**src/rtl/fifo_pkg.sv**
```systemverilog
// fifo_pkg: sizing helpers and shared types for the fifo_thresh FIFO family.
package fifo_pkg;

    // Width needed to hold an occupancy value in the range 0..depth.
    function automatic int cnt_width(input int depth);
        return $clog2(depth + 1);
    endfunction

    // Width of a pointer spanning 0..depth-1; never narrower than one bit.
    function automatic int ptr_width(input int depth);
        int w;
        w = $clog2(depth);
        if (w < 1) begin
            w = 1;
        end else begin
            w = w;
        end
        return w;
    endfunction

    // Sticky error pair reported when FIFO_ERR_FLAGS_EN is defined.
    typedef struct packed {
        logic overflow;
        logic underflow;
    } err_flags_t;

endpackage

```
**src/rtl/fifo_ptr.sv**
```systemverilog
// fifo_ptr: modulo-DEPTH pointer register with enable. DEPTH need not be
// a power of two, so the wrap back to zero is an explicit compare.
module fifo_ptr
    import fifo_pkg::*;
#(
    parameter int  DEPTH = 8,
    localparam int PW    = ptr_width(DEPTH)
) (
    input  logic          clk,
    input  logic          rst_n,
    input  logic          en,
    output logic [PW-1:0] ptr
);

    logic [PW-1:0] ptr_r;

    // Advance on enable, wrapping from DEPTH-1 back to zero.
    always_ff @(posedge clk or negedge rst_n) begin
        if (!rst_n) begin
            ptr_r <= {PW{1'b0}};
        end else if (en) begin
            if (ptr_r == PW'(DEPTH - 1)) begin
                ptr_r <= {PW{1'b0}};
            end else begin
                ptr_r <= ptr_r + PW'(1);
            end
        end else begin
            ptr_r <= ptr_r;
        end
    end

    assign ptr = ptr_r;

endmodule

```
**src/rtl/fifo_thresh_chk.sv**
```systemverilog
// fifo_thresh_chk: formal properties for fifo_thresh, bound in only when
// FORMAL is defined. With FIFO_ERR_FLAGS_EN it also constrains the
// environment to legal traffic so the sticky error flags stay clear.
`ifdef FORMAL
module fifo_thresh_chk
    import fifo_pkg::*;
#(
    parameter int DEPTH  = 8,
    parameter int CNTWID = cnt_width(DEPTH),
    parameter int PW     = ptr_width(DEPTH)
) (
    input logic              clk,
    input logic              rst,
    input logic              push,
    input logic              pop,
    input logic              push_ok,
    input logic              pop_ok,
    input logic              full,
    input logic              empty,
    input logic [CNTWID-1:0] count,
    input logic [PW-1:0]     wr_ptr,
    input logic [PW-1:0]     rd_ptr
);

    logic [CNTWID-1:0] ptr_diff_s;

    // Pointer distance modulo DEPTH, used to cross-check the count.
    always_comb begin
        ptr_diff_s = {CNTWID{1'b0}};
        if (wr_ptr >= rd_ptr) begin
            ptr_diff_s = CNTWID'(wr_ptr - rd_ptr);
        end else begin
            ptr_diff_s = CNTWID'(DEPTH) - CNTWID'(rd_ptr) + CNTWID'(wr_ptr);
        end
    end

    a_count_ptr: assert property (@(posedge clk) disable iff (!rst)
        (count == CNTWID'(DEPTH)) ? (wr_ptr == rd_ptr) : (count == ptr_diff_s));

    a_full_empty: assert property (@(posedge clk) disable iff (!rst)
        !(full && empty));

`ifdef FIFO_ERR_FLAGS_EN
    m_legal_push: assume property (@(posedge clk) disable iff (!rst)
        !(push && !push_ok));
    m_legal_pop: assume property (@(posedge clk) disable iff (!rst)
        !(pop && !pop_ok));
`endif

endmodule
`endif

```
**src/rtl/fifo_thresh.sv**
```systemverilog
// fifo_thresh: synchronous show-ahead FIFO for any DEPTH >= 2 with an
// explicit occupancy count and runtime almost-full / almost-empty
// thresholds. Illegal pushes (full) and pops (empty) are dropped.
// Optional macro FIFO_ERR_FLAGS_EN adds sticky overflow/underflow outputs.
module fifo_thresh
    import fifo_pkg::*;
#(
    parameter int WIDTH  = 8,
    parameter int DEPTH  = 8,
    parameter int CNTWID = cnt_width(DEPTH)
) (
    input  logic              clk,
    input  logic              rst,
    input  logic              push,
    input  logic              pop,
    input  logic [WIDTH-1:0]  data_in,
    input  logic [CNTWID-1:0] af_thresh,
    input  logic [CNTWID-1:0] ae_thresh,
    output logic [WIDTH-1:0]  data_out,
    output logic              full,
    output logic              empty,
    output logic              almost_full,
    output logic              almost_empty,
    output logic [CNTWID-1:0] count
`ifdef FIFO_ERR_FLAGS_EN
    ,
    output logic              overflow,
    output logic              underflow
`endif
);

    localparam int PW = ptr_width(DEPTH);

    logic [WIDTH-1:0]  mem_r [DEPTH];
    logic [CNTWID-1:0] count_r;
    logic [PW-1:0]     wr_ptr_s;
    logic [PW-1:0]     rd_ptr_s;
    logic              full_s;
    logic              empty_s;
    logic              pop_ok_s;
    logic              push_ok_s;

    // Status comes from the registered count only, never from pointers.
    assign full_s    = (count_r == CNTWID'(DEPTH));
    assign empty_s   = (count_r == {CNTWID{1'b0}});
    assign pop_ok_s  = pop & ~empty_s;
    // A push into a full FIFO is legal when a pop frees a slot this cycle.
    assign push_ok_s = push & (~full_s | pop_ok_s);

    fifo_ptr #(.DEPTH(DEPTH)) u_wr_ptr (
        .clk   (clk),
        .rst_n (rst),
        .en    (push_ok_s),
        .ptr   (wr_ptr_s)
    );

    fifo_ptr #(.DEPTH(DEPTH)) u_rd_ptr (
        .clk   (clk),
        .rst_n (rst),
        .en    (pop_ok_s),
        .ptr   (rd_ptr_s)
    );

    // Entry storage: cleared on reset, written at wr_ptr on an accepted push.
    always_ff @(posedge clk or negedge rst) begin
        if (!rst) begin
            for (int i = 0; i < DEPTH; i++) begin
                mem_r[i] <= {WIDTH{1'b0}};
            end
        end else if (push_ok_s) begin
            mem_r[wr_ptr_s] <= data_in;
        end
    end

    // Occupancy: simultaneous push and pop leave the count unchanged.
    always_ff @(posedge clk or negedge rst) begin
        if (!rst) begin
            count_r <= {CNTWID{1'b0}};
        end else begin
            case ({push_ok_s, pop_ok_s})
                2'b10:   count_r <= count_r + CNTWID'(1);
                2'b01:   count_r <= count_r - CNTWID'(1);
                default: count_r <= count_r;
            endcase
        end
    end

    assign data_out     = mem_r[rd_ptr_s];
    assign full         = full_s;
    assign empty        = empty_s;
    assign count        = count_r;
    assign almost_full  = (count_r >= af_thresh);
    assign almost_empty = (count_r <= ae_thresh);

`ifdef FIFO_ERR_FLAGS_EN
    err_flags_t err_r;

    // Sticky error capture; only reset clears the flags.
    always_ff @(posedge clk or negedge rst) begin
        if (!rst) begin
            err_r <= 2'b00;
        end else begin
            if (push && !push_ok_s) begin
                err_r.overflow <= 1'b1;
            end
            if (pop && !pop_ok_s) begin
                err_r.underflow <= 1'b1;
            end
        end
    end

    assign overflow  = err_r.overflow;
    assign underflow = err_r.underflow;
`endif

`ifdef FORMAL
    fifo_thresh_chk #(.DEPTH(DEPTH), .CNTWID(CNTWID), .PW(PW)) u_chk (
        .clk     (clk),
        .rst     (rst),
        .push    (push),
        .pop     (pop),
        .push_ok (push_ok_s),
        .pop_ok  (pop_ok_s),
        .full    (full_s),
        .empty   (empty_s),
        .count   (count_r),
        .wr_ptr  (wr_ptr_s),
        .rd_ptr  (rd_ptr_s)
    );
`endif

endmodule

```
**config.mk**
```make
export PLATFORM = sky130hd
export DESIGN_NAME = fifo_thresh
export DESIGN_NICKNAME = d
export VERILOG_FILES = /design/src/rtl/fifo_pkg.sv /design/src/rtl/fifo_ptr.sv /design/src/rtl/fifo_thresh_chk.sv /design/src/rtl/fifo_thresh.sv
export SDC_FILE = /design/constraint.sdc
export NUM_CORES = 1
export LEC_CHECK = 0
export CAP_MARGIN = 10
export CELL_PAD_IN_SITES_DETAIL_PLACEMENT = 1
export CELL_PAD_IN_SITES_GLOBAL_PLACEMENT = 2
export CORE_MARGIN = 3
export CORE_UTILIZATION = 46
export CTS_BUF_LIST = sky130_fd_sc_hd__clkbuf_4 sky130_fd_sc_hd__clkbuf_8
export DETAILED_ROUTE_END_ITERATION = 10
export PLACE_DENSITY = 0.95
export SYNTH_ARGS = -nofsm -noshare
export SYNTH_HDL_FRONTEND = slang
export SYNTH_SLANG_ARGS = --single-unit
```
**constraint.sdc**
```tcl
create_clock -name clk -period 3.85 [get_ports clk]
set_input_delay 0.5775 -clock clk [delete_from_list [all_inputs] [get_ports clk]]
set_output_delay 0.5775 -clock clk [all_outputs]
set_load 0.01 [all_outputs]
```
Yosys cells after proc, flatten, opt, wreduce, memory -nomap -nowiden:

Cells that the tools add are included.

* eq/ne operators: 5
* order comparisons: 5
* bitwise gates (word level): 7
* muxes and demuxes: 9
* $add $sub $neg: 4
* reduce and logical (&&, ||, !) cells: 3

Operator list (count)
* $bwmux 64: 1
* $bmux 8 s3: 1
* $demux 8 s3: 1
* $mux 8: 3
* $ge 4x4->1 const B: 2
* $not 3->4: 2
* $pmux 4 s2: 1
* $add 3x1->3 const B: 2
* $eq 3x3->1 const B: 2
* $mux 3: 2
* $add 4x1->4 const B: 1
* $eq 4x4->1 const B: 1
* $ge 4x4->1: 1
* $le 4x4->1: 1
* $logic_not 4->1: 1
* $lt 4x1->1 const B: 1
* $sub 4x1->4 const B: 1
* $and 1x1->1: 2
* $eq 2x1->1 const B: 1
* $eq 2x2->1 const B: 1
* $not 1->1: 2
* $reduce_bool 2->1: 1
* $logic_and 1x1->1: 1
* $or 1x1->1: 1

* bits in registers: 74
* bits of input ports: 20
* output and inout bits: 16

Depth between registers and ports, before layout:

Gate-level depths: netlist (run 1).

* depth in word-level cells: 7
* mapped depth: 10

Cells and area by module:

From an unflattened synthesis (run 1), not the netlist that was laid out.

* cells, all modules: 258
* area, all modules: 3759.9 um^2

By module, submodules not included
* fifo_thresh: cells each 236, instances 1, sequential area each 1701.6 um^2, area each 3474.6 um^2
* fifo_ptr: cells each 11, instances 2, sequential area each 75.1 um^2, area each 142.6 um^2

Least setup slack after synthesis (run 1):

OpenSTA, ideal clock, no wires.

* kind: reg-to-reg
* from: register count_r[1] (netlist: count[1])
* to: register count_r[3] (netlist: count[3])
* cell stages (with the launch flop): 11
* setup time: 133 ps
* arrival: 2579 ps
* path buffers: 1
* setup slack: 1137 ps
* required time: 3717 ps
* clock period less this slack: 2713 ps
* path through: dfrtp_1 or3_1 buf_6 o21ai_0 nand2b_1 inv_1 ha_1 a21o_1 a21oi_1 mux2i_1 o22ai_1

* longest elaborated chain between the ends: 7
* elaborated cells on any way between the ends: 13
* classes of those cells: add/sub (2); eq/ne (3); mux (1); bitwise (5); reduce/logical (2)

RTL lines
* start, declared: RTL line fifo_thresh.sv:35 `logic [CNTWID-1:0] count_r;`
* start signal, assigned: RTL line fifo_thresh.sv:78 `count_r <= {CNTWID{1'b0}};`
* start signal, assigned: RTL line fifo_thresh.sv:81 `2'b10: count_r <= count_r + CNTWID'(1);`
* start signal, assigned: RTL line fifo_thresh.sv:82 `2'b01: count_r <= count_r - CNTWID'(1);`
* $logic_not 4->1: RTL line fifo_thresh.sv:45 `assign empty_s = (count_r == {CNTWID{1'b0}});`
* $not 1->1: RTL line fifo_thresh.sv:46 `assign pop_ok_s = pop & ~empty_s;`
* $and 1x1->1: RTL line fifo_thresh.sv:46
* $or 1x1->1: RTL line fifo_thresh.sv:48 `assign push_ok_s = push & (~full_s | pop_ok_s);`
* $and 1x1->1: RTL line fifo_thresh.sv:48
* $eq 2x1->1 / $eq 2x2->1 (equally long branches): RTL line fifo_thresh.sv:80 `case ({push_ok_s, pop_ok_s})`
* $pmux 4 s2 / $reduce_bool 2->1 (equally long branches)

Parallel ways exist; a longest one is shown, timed or not.
A chain may end at the register's enable or synchronous reset.

Worst setup path in the final report (run 1):

* from: input port ae_thresh[1]
* to: output port almost_empty

* longest elaborated chain between the ends: 1

RTL lines
* start, declared: RTL line fifo_thresh.sv:18 `input logic [CNTWID-1:0] ae_thresh,`
* $le 4x4->1: RTL line fifo_thresh.sv:93 `assign almost_empty = (count_r <= ae_thresh);`
* end, declared: RTL line fifo_thresh.sv:23 `output logic almost_empty,`

No other way between the ends.

==> key figures, run 1 <==
Power
  • Leakage: 1.90 nW
  • Max VDD drop: 0.351 mV
  • Cell Pwr Density: 861 nW/um^2

Final layout
  • Fillers: 770
  • Net count, final: 331
  • Synth-to-Final Area Change: 16.3%
  • Share of cells above drive strength 1: 39.8%
  • Sequential Area: 1850 sq um
  • Fin util: 56.2%
  • Ant. Diodes: 0
  • Area of the multi-input gates: 1860 sq um

Drt
  • DR DRC count: 0
  • Routed wire length: 8.03 mm
  • Via count: 2,259
  • Mean routed wirelength per cell: 20.0 um
  • Starting DRT DRC Count: 73
  • Number of vias per cell: 5.63
  • Antenna viol nets, final: 0
  • Total iterations of the first detailed-routing run: 4

Worst setup path
  • Worst setup SP type: primary input
  • Slowest stage delay, CP: 0.55 ns
  • Crit path buf inv count: 3
  • Maximum fanout along the worst path: 2
  • Top delay family on crit path: buffers and inverters
  • Cell Chain, Critical Path: clkdlybuf4s50_1 -> inv_1 -> ha_1 -> nor2b_1 -> o21a_1 -> o21a_1 -> o21ai_0 -> clkdlybuf4s50_1
  • Setup Crit Path Kind: primary input to output pin
  • CP max-delay cell: clkdlybuf4s50_1
  • Required @ worst endpoint: 3.27 ns
  • Crit path arrival time: 2.51 ns
  • Worst Setup End Kind: output pin

STA
  • Period utilization: 80.1%
  • Fmax achieved: 0.324 GHz
  • Min Clock Period, post-route: 3.09 ns
  • Worst Tran Pin Value: 1.04 ns
  • Worst clock skew: 0.00732 ns
  • Final setup viols: 0
  • RSZ-0062 raised after global routing: false
  • Setup TNS: 0 ns
  • Rel. slew slack: 30.6%
  • Final hold vios: 0
  • Final Max Slew Viols: 0

Clock tree
  • CTS tree: done
  • Reg clk slew, reported paths: 0.07 ns
  • Bufs on Longest Clock Path: 2
  • Hold buffers post-CTS: 0
  • TritonCTS buffer count: 9
  • Post-CTS setup buffers: 0
  • Root Driver: clkbuf_8
  • Resized Gates After CTS: 0
  • Skew-Pair Late Insertion Delay: 0.34 ns
  • CTS Sinks: 74
  • H-tree depth: 3

Global route
  • Vias in the first global route: 2,527
  • GRT overflow: 0
  • First-pass GRT wire length: 13.4 mm
  • Largest net degree at the start of global routing: 47
  • Total GRT Usage: 18.3%
  • Initial antenna violation count: 0

Yosys
  • Asr flop ratio synth: 100%
  • Synthesized Nets: 291
  • Synth unique cells: 36
  • Most common flop cell mapped by yosys: dfrtp_1
  • Post-synth EDFFs: 0
  • Synth Instances: 256
  • Count of yosys warnings during synthesis: 0
  • Register bit total from synthesis: 74
  • Syn Area/Cell: 14.9 sq um
  • Seq/Total Area, Yosys: 48.6%
  • Synth Cell Area: 3810 sq um

Floorplan
  • Io pins: 36
  • Core Region: 7890 sq um
  • Starting Density: 48.4%
  • Rows: 32
  • Die area: 9420 sq um
  • Die Ht: 97.1 um
  • Die Width: 97.1 um

Hold path
  • Min-Delay Path Class: primary input to async pin

Placement
  • # port buffers: 35
  • RePlAce Congestion: 0.758
  • Post-DP HPWL: 5.55 mm

Status
  • Status: complete, no violations

Run
  • MaxCap Viol Count: 0
layout make-up:
cell class / instances / area share [%]
clock buffer: 12 / 3.72
sequential: 74 / 41.7
multi-input combinational: 161 / 42.0
timing repair buffer: 39 / 8.46
clock inverter: 2 / 0.282
tap: 102 / 2.88
inverter: 11 / 0.931
worst paths after layout:
kind | startpoint | end | slack, ns | cells past startpoint
min in group clk | mem_r[30] | mem_r[30] | 0.50 | 1
max in group asynchronous | rst | mem_r[48] | 2.61 | 2
min | rst | mem_r[55] | 0.42 | 1
min reg2reg | mem_r[30] | mem_r[30] | 0.50 | 1
max reg2reg | count[1] | count[3] | 0.81 | 9
max | ae_thresh[1] | almost_empty | 0.76 | 8
Yosys cell counts (2+ instances only):
library cell   n  area, sq um
or3_1          2         12.5
mux4_2        16          360
a21o_1         5         37.5
nor2b_1        3         18.8
ha_1          14          175
mux2_2        75          845
buf_6          2         22.5
nand2_1        5         18.8
xnor2_1        2         17.5
o21ai_0        5         25.0
dfrtp_1       74         1850
nand2b_1       5         31.3
mux2i_1        3         30.0
clkbuf_1       2         7.51
nand4b_4       2         47.6
nor2_1         5         18.8
o22ai_1        2         12.5
nor4b_4        2         47.6
buf_2          4         20.0
inv_1         11         41.3
o21a_1         2         15.0
sequential cells by signal, indices dropped and copies added (netlist names):
register and cells:
count 4, u_wr_ptr.ptr 3, mem_r 64, u_rd_ptr.ptr 3
metrics by stage:
step / instance area, sq um / total power [mW] / setup WS [ns] / instances / hold WS (ns)
final: 4440 / 3.82 / 0.765 / 401 / 0.425
after global routing: 4440 / 4.10 / 0.531 / 401 / 0.489
after CTS: 4440 / 3.88 / 0.752 / 401 / 0.457
after detailed placement: 4260 / 3.32 / 0.757 / 387 / 0.488
after global placement: 4260 / 3.18 / 0.786 / 387 / 0.475
after floorplan: 3810 / 2.67 / 1.14 / 256 / 0.282
per-layer routing:
layer / track usage, % / wire length, um
met1: 23.9 / 3580
met4: 5.94 / 78
met5: 0 / 0
met3: 4.38 / 236
met2: 30.3 / 4130
cells in the final DEF, fill, tap and decap left out, drive strengths merged, types with 3 or more instances in the layout:
| cell | count |
|---|---|
| mux2 | 76 |
| o21ai | 5 |
| mux2i | 3 |
| nand2b | 5 |
| mux4 | 16 |
| clkbuf | 12 |
| a21o | 5 |
| buf | 5 |
| nor3 | 3 |
| nor2 | 5 |
| clkdlybuf4s50 | 34 |
| nor2b | 3 |
| nand2 | 5 |
| inv | 11 |
| dfrtp | 74 |
| ha | 14 |
cells by family (layout without fill, tap and decap cells):
logic type      after synthesis  after routing  share of synthesized area (%)
simple gates                 31             31                           7.45
flops                        74             74                           48.6
xor+xnor                      3              3                          0.689
compound gates               17             17                           2.89
buf+inv                      21             64                           2.62
mux                          95             95                           32.7
fa+ha+maj                    15             15                           5.12
power by group:
part | leakage [nW] | total (mW) | internal, mW | switching (mW)
Combinational | 0.919 | 1.78 | 1.11 | 0.662
Sequential | 0.889 | 1.50 | 1.17 | 0.326
Clock | 0.0903 | 0.547 | 0.279 | 0.269
Power figures use the tool's default switching activity.
==> run 2: changes to the inputs <==
--- a/config.mk
+++ b/config.mk
@@ -9,10 +9,10 @@
 export CELL_PAD_IN_SITES_DETAIL_PLACEMENT = 1
 export CELL_PAD_IN_SITES_GLOBAL_PLACEMENT = 2
 export CORE_MARGIN = 3
-export CORE_UTILIZATION = 46
+export CORE_UTILIZATION = 39
 export CTS_BUF_LIST = sky130_fd_sc_hd__clkbuf_4 sky130_fd_sc_hd__clkbuf_8
 export DETAILED_ROUTE_END_ITERATION = 10
-export PLACE_DENSITY = 0.95
+export PLACE_DENSITY = 0.9
 export SYNTH_ARGS = -nofsm -noshare
 export SYNTH_HDL_FRONTEND = slang
 export SYNTH_SLANG_ARGS = --single-unit
==> constraint.sdc (replaced) <==
create_clock -name clk -period 2.7 [get_ports clk]
set_input_delay 0.405 -clock clk [delete_from_list [all_inputs] [get_ports clk]]
set_output_delay 0.405 -clock clk [all_outputs]
set_load 0.01 [all_outputs]
==> run 2 against run 1 <==
Clock power rose by 69%. Critical path type is now register to output pin. Highest routed layer unchanged. Count of clock-buffer cells in the layout rose by 1. Routed wire length fell by 3.2%. Register-to-register slack got worse by 0.50 ns.
==> key figures, run 2 (synthesis results as in run 1) <==
Global route
  • Met3 usage: 3.34% (-1.0 points)
  • M2 GR Usage: 25.1% (-5.2 points)
  • First-pass GRT wire length: 13.3 mm (-0.31%)
  • GR Layer Usage met1: 20.5% (-3.4 points)
  • Vias in the first global route: 2,534 (+0.28%)
  • Initial antenna violation count: 0 (unchanged)
  • GRT overflow: 0 (unchanged)
  • Largest net degree at the start of global routing: 75 (+60%)
  • Most used routing layer: met2
  • Total GRT Usage: 15.3% (-3.0 points)

Final layout
  • Synth-to-Final Area Change: 21.2%
  • Fin util: 49.3% (-6.9 points)
  • Share of cells above drive strength 1: 42.6% (+2.8 points)
  • Ant. Diodes: 0 (unchanged)
  • Net count, final: 342 (+3.3%)
  • Most flops, register: mem_r
  • Fillers: 959 (+25%)
  • Largest register FFs: 64 (unchanged)
  • Leading cell type in the layout, fill and taps excluded: mux2_2
  • Most frequent cells in the layout: mux2_2 (75), dfrtp_1 (74), clkdlybuf4s50_1 (33)

Status
  • Status: complete, no violations

Worst setup path
  • Slowest stage delay, CP: 0.54 ns (about the same)
  • Required @ worst endpoint: 2.30 ns (-0.97 ns)
  • CP max-delay cell: mux4_2
  • Reg2Reg Setup Slack: 0.31 ns (-0.50 ns)
  • Crit path buf inv count: 2 (-1)
  • R2R cell count: 9 (unchanged)
  • Top delay family on crit path: multiplexers
  • CP Depth: 4 (-4)
  • Worst setup SP type: register
  • Worst Setup End Kind: output pin
  • Maximum fanout along the worst path: 9 (+7)
  • RR Endpoint: count[3]
  • Cell Chain, Critical Path: buf_4 -> mux4_2 -> mux2_2 -> clkdlybuf4s50_1
  • Setup Crit Path Kind: register to output pin
  • Crit path arrival time: 2.22 ns (-0.29 ns)
  • Reg2Reg Launch Point: count[1]

Power
  • Leakage: 1.98 nW (+4.2%)
  • Cell Pwr Density: 1220 nW/um^2 (+42%)
  • Max VDD drop: 0.586 mV (+67%)
  • Total power: 5.65 mW (+48%)

Run
  • MaxCap Viol Count: 0 (unchanged)

Clock tree
  • H-tree depth: 3 (unchanged)
  • Root Driver: clkbuf_8
  • Reg clk slew, reported paths: 0.07 ns (about the same)
  • Hold buffers post-CTS: 0 (unchanged)
  • Skew-Pair Late Insertion Delay: 0.35 ns (about the same)
  • CTS tree: done
  • TritonCTS buffer count: 9 (unchanged)
  • CTS Sinks: 74 (unchanged)
  • Bufs on Longest Clock Path: 2 (unchanged)

STA
  • Rel. slew slack: 63.6% (+33 points)
  • Min Clock Period, post-route: 2.62 ns
  • Final setup viols: 0 (unchanged)
  • RSZ-0062 raised after global routing: true
  • Period utilization: 97.1%
  • Worst Tran Pin Value: 0.546 ns (-0.495 ns)
  • Worst clock skew: 0.00879 ns (+0.00147 ns)
  • Final Max Slew Viols: 0 (unchanged)
  • Final hold vios: 0 (unchanged)
  • Fmax achieved: 0.381 GHz

Drt
  • Antenna viol nets, final: 0 (unchanged)
  • Mean routed wirelength per cell: 17.6 um (-12%)
  • Routed wire length: 7.77 mm (-3.2%)
  • Total iterations of the first detailed-routing run: 3 (-1)
  • DR DRC count: 0 (unchanged)
  • Via count: 2,288 (+1.3%)
  • Starting DRT DRC Count: 78 (+6.8%)
  • Number of vias per cell: 5.19 (-7.9%)

Floorplan
  • Io pins: 36 (unchanged)
  • Die Ht: 105 um (+8.1%)
  • Core Region: 9370 sq um (+19%)
  • Die area: 11,000 sq um (+17%)
  • Starting Density: 40.7% (-7.7 points)
  • Rows: 35 (+9.4%)
  • Die Width: 105 um (+8.1%)

Hold path
  • Min-Delay Path Class: primary input to async pin

Placement
  • RePlAce Congestion: 0.731 (-3.6%)
  • # port buffers: 35 (unchanged)
  • Post-DP HPWL: 5.42 mm (-2.2%)
==> run 2: changes by cell type in the layout (fill, tap and decap cells not counted) <==
cell | previous run | this run
clkdlybuf4s50_1 | 34 | 33
o21ai_1 | 0 | 1
buf_4 | 4 | 13
o21ai_0 | 5 | 4
dlygate4sd2_1 | 0 | 1
clkbuf_8 | 12 | 13
bufinv_16 | 0 | 1
clkinvlp_4 | 1 | 2
inv_2 | 0 | 1
clkinv_2 | 1 | 0
inv_1 | 11 | 10
buf_12 | 0 | 2
==> run 2: routing by layer <==
metal | up-vias | routed length, um
met4 | 0 | 108
li1 | 1051 | -
met2 | 34 | 3850
met1 | 1192 | 3610
met5 | - | 0
met3 | 11 | 200
==> run 2: how the worst max path moves through the flow <==
stage / to / slack (ns) / start
after floorplan: count[3] / 0.11 / count[1]
after global placement: almost_empty / -0.02 / ae_thresh[1]
after detailed placement: almost_empty / -0.10 / ae_thresh[1]
after CTS: almost_full / 0.01 / count[0]
after global routing: data_out[3] / -0.03 / u_rd_ptr.ptr[0]
final: data_out[0] / 0.08 / u_rd_ptr.ptr[0]
==> run 2: final cells by class <==
| type | instances | area [sq um] | share of cell area [%] |
|---|---|---|---|
| flip-flops and latches | 74 | 1850 | 40.1 |
| inverters | 11 | 41.3 | 0.893 |
| repair buffers | 50 | 482 | 10.4 |
| clock inverters | 3 | 45.0 | 0.975 |
| well taps | 129 | 161 | 3.49 |
| clock buffers | 13 | 179 | 3.87 |
| multi-input cells | 161 | 1860 | 40.3 |
==> run 2: stage by stage <==
stage                     TNS, ns  worst slack [ns]  cell area, sq um  cells  hold slack [ns]
after detailed placement   -0.102            -0.102              4390    424            0.467
after global placement    -0.0191           -0.0191              4390    424            0.463
after global routing       -0.122           -0.0254              4620    441           0.0993
after CTS                       0            0.0147              4610    440           0.0905
final                           0            0.0775              4620    441           0.0828
after floorplan                 0             0.114              3810    256            0.109
==> run 2: repair_timing <==
action | in CTS | in global routing
gates resized for setup | 2 | 0
endpoints found under the hold margin | 0 | 0
buffers inserted | 0 | 1
endpoints found under the setup margin | 2 | 8
==> run 2: power breakdown <==
part / total [mW] / switching [mW] / internal, mW / leakage (nW)
combinational: 2.66 / 0.998 / 1.66 / 0.982
clock: 0.923 / 0.396 / 0.528 / 0.108
sequential: 2.07 / 0.398 / 1.67 / 0.889
==> patch 1, RTL diff (config.mk and constraints of run 2) <==
Put one more register stage on the output `count`, with the module's reset. The value now appears one clock later. The other outputs are not delayed to match. Comments in the files are not updated.
--- a/src/rtl/fifo_thresh.sv
+++ b/src/rtl/fifo_thresh.sv
@@ -90,3 +90,9 @@
     assign empty        = empty_s;
-    assign count        = count_r;
+    always_ff @(posedge clk or negedge rst) begin
+        if (!rst) begin
+            count <= '0;
+        end else begin
+            count <= count_r;
+        end
+    end
     assign almost_full  = (count_r >= af_thresh);
Formal check against the unedited RTL: not equivalent (Yosys sat finds a counterexample within 4 cycles, from zero or initial values and one cycle with rst low).
==> patch 1 against run 2 <==
Combinational power up 2%; setup slack lost 0.0058 ns; final area increased by 2.8%; die area rose by 2.5%; via count is 2.1% higher; wire length up 8.0%; register-to-register slack lost 0.12 ns; non-clock buffer count up 4; sequential cell count grew 4; synthesized area up 2.6%; worst hold slack gained 0.091 ns; power grew 2.4%; largest cell class is now flip-flops and latches.
==> patch 1: results (changes against run 2) <==
metric	value	unit	change
status	finished, final reports clean		
num-clock-buffers	11		-2
crit_family	multiplexers		
n_fill_cell	949		-1.0%
power.share.sequential	37.7	%	+1.1 points
drt_first_pass_iters	4		+1
preCtsSetupSlack	-0.0742	ns	+0.0276 ns
regArea	0.00195	mm2	+5.5%
grt_use_met3	3.28	%	-0.057 points
via_per_inst	5.20		+0.28%
yosys-top-cells-count	78 x dfrtp_1, 75 x mux2_2, 16 x mux4_2		
multi_input_area_share	39.3	%	-1.0 points
gp_congestion	0.710		-2.9%
drive_above_1_share	43.4	%	+0.81 points
place_area	0.00447	mm2	+1.9%
power.share.clock	15.5	%	-0.8 points
grt_use_met1	20.9	%	+0.38 points
vdd_ir_drop_max	0.000478	V	-19%
grt_pass1_wl	13800	um	+3.3%
r2r_slack	0.19	ns	-0.12 ns
grt_pass1_vias	2610		+3.0%
n_all_buffers	54		+8.0%
r2r_cells	9		unchanged
top_regs	mem_r x64, count x4, count_r x4		
synthAdderAreaFrac	4.99	%	-0.13 points
yosys-top-cells-area	dfrtp_1 50%, mux2_2 22%, mux4_2 9.2%, ha_1 4.5%, nand4b_4 1.2%		
nNetsFinal	350		+2.3%
switching_power	1.88	mW	+5.2%
synth_xor_area_share	0.671	%	-0.018 points
syn_nets	295		+1.4%
critPathMaxFanout	8		-1
cts_sinks	78		+5.4%
yosysSeqAreaShare	49.9	%	+1.3 points
timing.rr.end	count_r[3]		
buffer_area_share	11.1	%	+0.66 points
worst_pin_slew	0.968	ns	+0.422 ns
synth_compound_area_share	2.81	%	-0.074 points
crit_end	data_out[3]		
synthMuxAreaShare	31.8	%	-0.84 points
clk_pin_slew_worst_paths	0.09	ns	+0.02 ns
grt_max_degree	79		+5.3%
p_leak	2.09	nW	+5.7%
cts_max_level	3		unchanged
async_flop_share	100	%	unchanged
skew	0.0119	ns	+0.00309 ns
grt_usage	15.8	%	+0.50 points
hpwl	5590	um	+3.2%
drt_iter0_markers	99		+27%
slowest_delay	0.50	ns	-0.04 ns
clk_share	4.29	%	-0.55 points
max_freq	380	MHz	-0.22%
r2r_start	count_r[0]		
routed_wl	8390	um	+8.0%
p_sw_share	32.6	%	+0.85 points
slew_viol_final	0		unchanged
grtUsageMet2	26.0	%	+0.90 points
[patch 1: cell count changes after synthesis]
cell / run 2 / this run
dfrtp_1: 74 / 78
[patch 1: timing repair]
action,CTS,global route
cloned,0,1
setup buffers,1,4
hold buffers,0,0
resized for setup,4,7
setup endpoints to repair,10,8
[patch 1: layer usage]
| layer | vias to the layer above | share of wire [%] |
|---|---|---|
| li1 | 1071 | - |
| met1 | 1219 | 45 |
| met2 | 34 | 51 |
| met3 | 12 | 2.4 |
| met4 | 0 | 1.6 |
| met5 | - | 0 |
[patch 1: metrics by stage]
| step | util [%] | TNS (ns) | hold WS (ns) | cells |
|---|---|---|---|---|
| 2_1_floorplan | - | 0 | 0.109 | 260 |
| 3_3_place_gp | 47.1 | -0.0344 | 0.418 | 427 |
| 3_5_place_dp | 47.1 | -0.0742 | 0.430 | 427 |
| 4_1_cts | 49.3 | 0 | 0.234 | 444 |
| 5_1_grt | 50.0 | 0 | 0.261 | 449 |
| 6_report | 50.0 | 0 | 0.174 | 449 |
==> patch 2, RTL diff (config.mk and constraints of run 2) <==
Made on the original files. `WIDTH`: 8 -> 6.
--- a/src/rtl/fifo_thresh.sv
+++ b/src/rtl/fifo_thresh.sv
@@ -7,3 +7,3 @@
 #(
-    parameter int WIDTH  = 8,
+    parameter int WIDTH  = 6,
     parameter int DEPTH  = 8,
Interface: changed (resized data_in and data_out); port bits go from 36 to 32. No check against the original RTL was run, so the function may have changed too.
==> patch 2 against run 2 <==
Global-route usage is 0.51 points higher; first-iteration DRC count is 17% lower; wire length is 17% lower; sequential power is 21% lower; synthesized area is 19% lower; combinational power is 18% lower; highest routed layer unchanged; critical path type is now in2out; utilization is 1.9 points higher; power is 17% lower; sequential cell count is 16 lower; synthesized cell count is 15% lower; critical path depth is 3 higher; final area is 17% lower; cell count is 16% lower; setup slack worse by 0.012 ns.
==> patch 2: results (changes against run 2) <==
metric	value	unit	change
clk_share	5.68	%	+0.84 points
dp_cells	349		-18%
num-clock-buffers	11		-2
synth_compound_area_share	3.55	%	+0.66 points
final_cell_area	0.00383	mm2	-17%
synthAdderAreaFrac	6.29	%	+1.2 points
cts_sinks	58		-22%
drive_above_1_share	34.4	%	-8.2 points
largest_reg_flops	48		-25%
p_leak	1.67	nW	-16%
power.total	4.70	mW	-17%
synth_xor_area_share	0.847	%	+0.16 points
yosysSeqAreaShare	46.8	%	-1.8 points
p_comb	2.18	mW	-18%
grt_pass1_wl	10400	um	-22%
yosys-top-cells-area	dfrtp_1 47%, mux2_2 15%, mux4_2 8.7%, mux2_1 6.5%, ha_1 5.6%		
preCtsSetupSlack	-0.0478	ns	+0.0540 ns
critPathMaxFanout	1		-8
nNetsFinal	298		-13%
drt_first_pass_iters	4		+1
grt_pass1_vias	2044		-19%
vdd_ir_drop_max	0.000707	V	+21%
grt_max_degree	33		-56%
hpwl	4490	um	-17%
gp_congestion	0.709		-3.0%
crit_start	af_thresh[0]		
relSlewSlack	34.0	%	-30 points
status	finished, final reports clean		
r2r_slack	0.22	ns	-0.09 ns
ys_types	35		-2.8%
yosys-top-cells-count	58 x dfrtp_1, 40 x mux2_2, 18 x mux2_1		
## patch 2: changes by cell type in the layout (fill, tap and decap cells not counted), sizes merged
cell and delta:
clkinv +3, dfrtp -16, clkdlybuf4s50 -4, mux2 -18, clkbuf -2, clkinvlp -2, bufinv +1, mux4 -4
## patch 2: layer usage
metal  vias up  routed length [um]  global-route usage [%]
li1        897                   -                       -
met1       994                2830                    19.9
met2        36                3210                    25.1
met3        10                 236                    3.79
met4         0                 140                    8.53
met5         -                   0                       0
## patch 2: worst max-delay path, cell delays in order
cell,delay [ns]
clkdlybuf4s50_1,0.41
ha_1,0.28
nand2b_1,0.14
a21o_1,0.17
a21o_1,0.18
a21o_1,0.17
clkdlybuf4s50_1,0.48
## patch 2: logic make-up after synthesis
| kind of cell | Yosys count |
|---|---|
| muxes | 73 |
| DFF | 58 |
| and+or+nand+nor | 31 |
| buffers and inverters | 20 |
| AOI/OAI and AO/OA | 17 |
| adders and majority gates | 15 |
| xor gates and xnor gates | 3 |
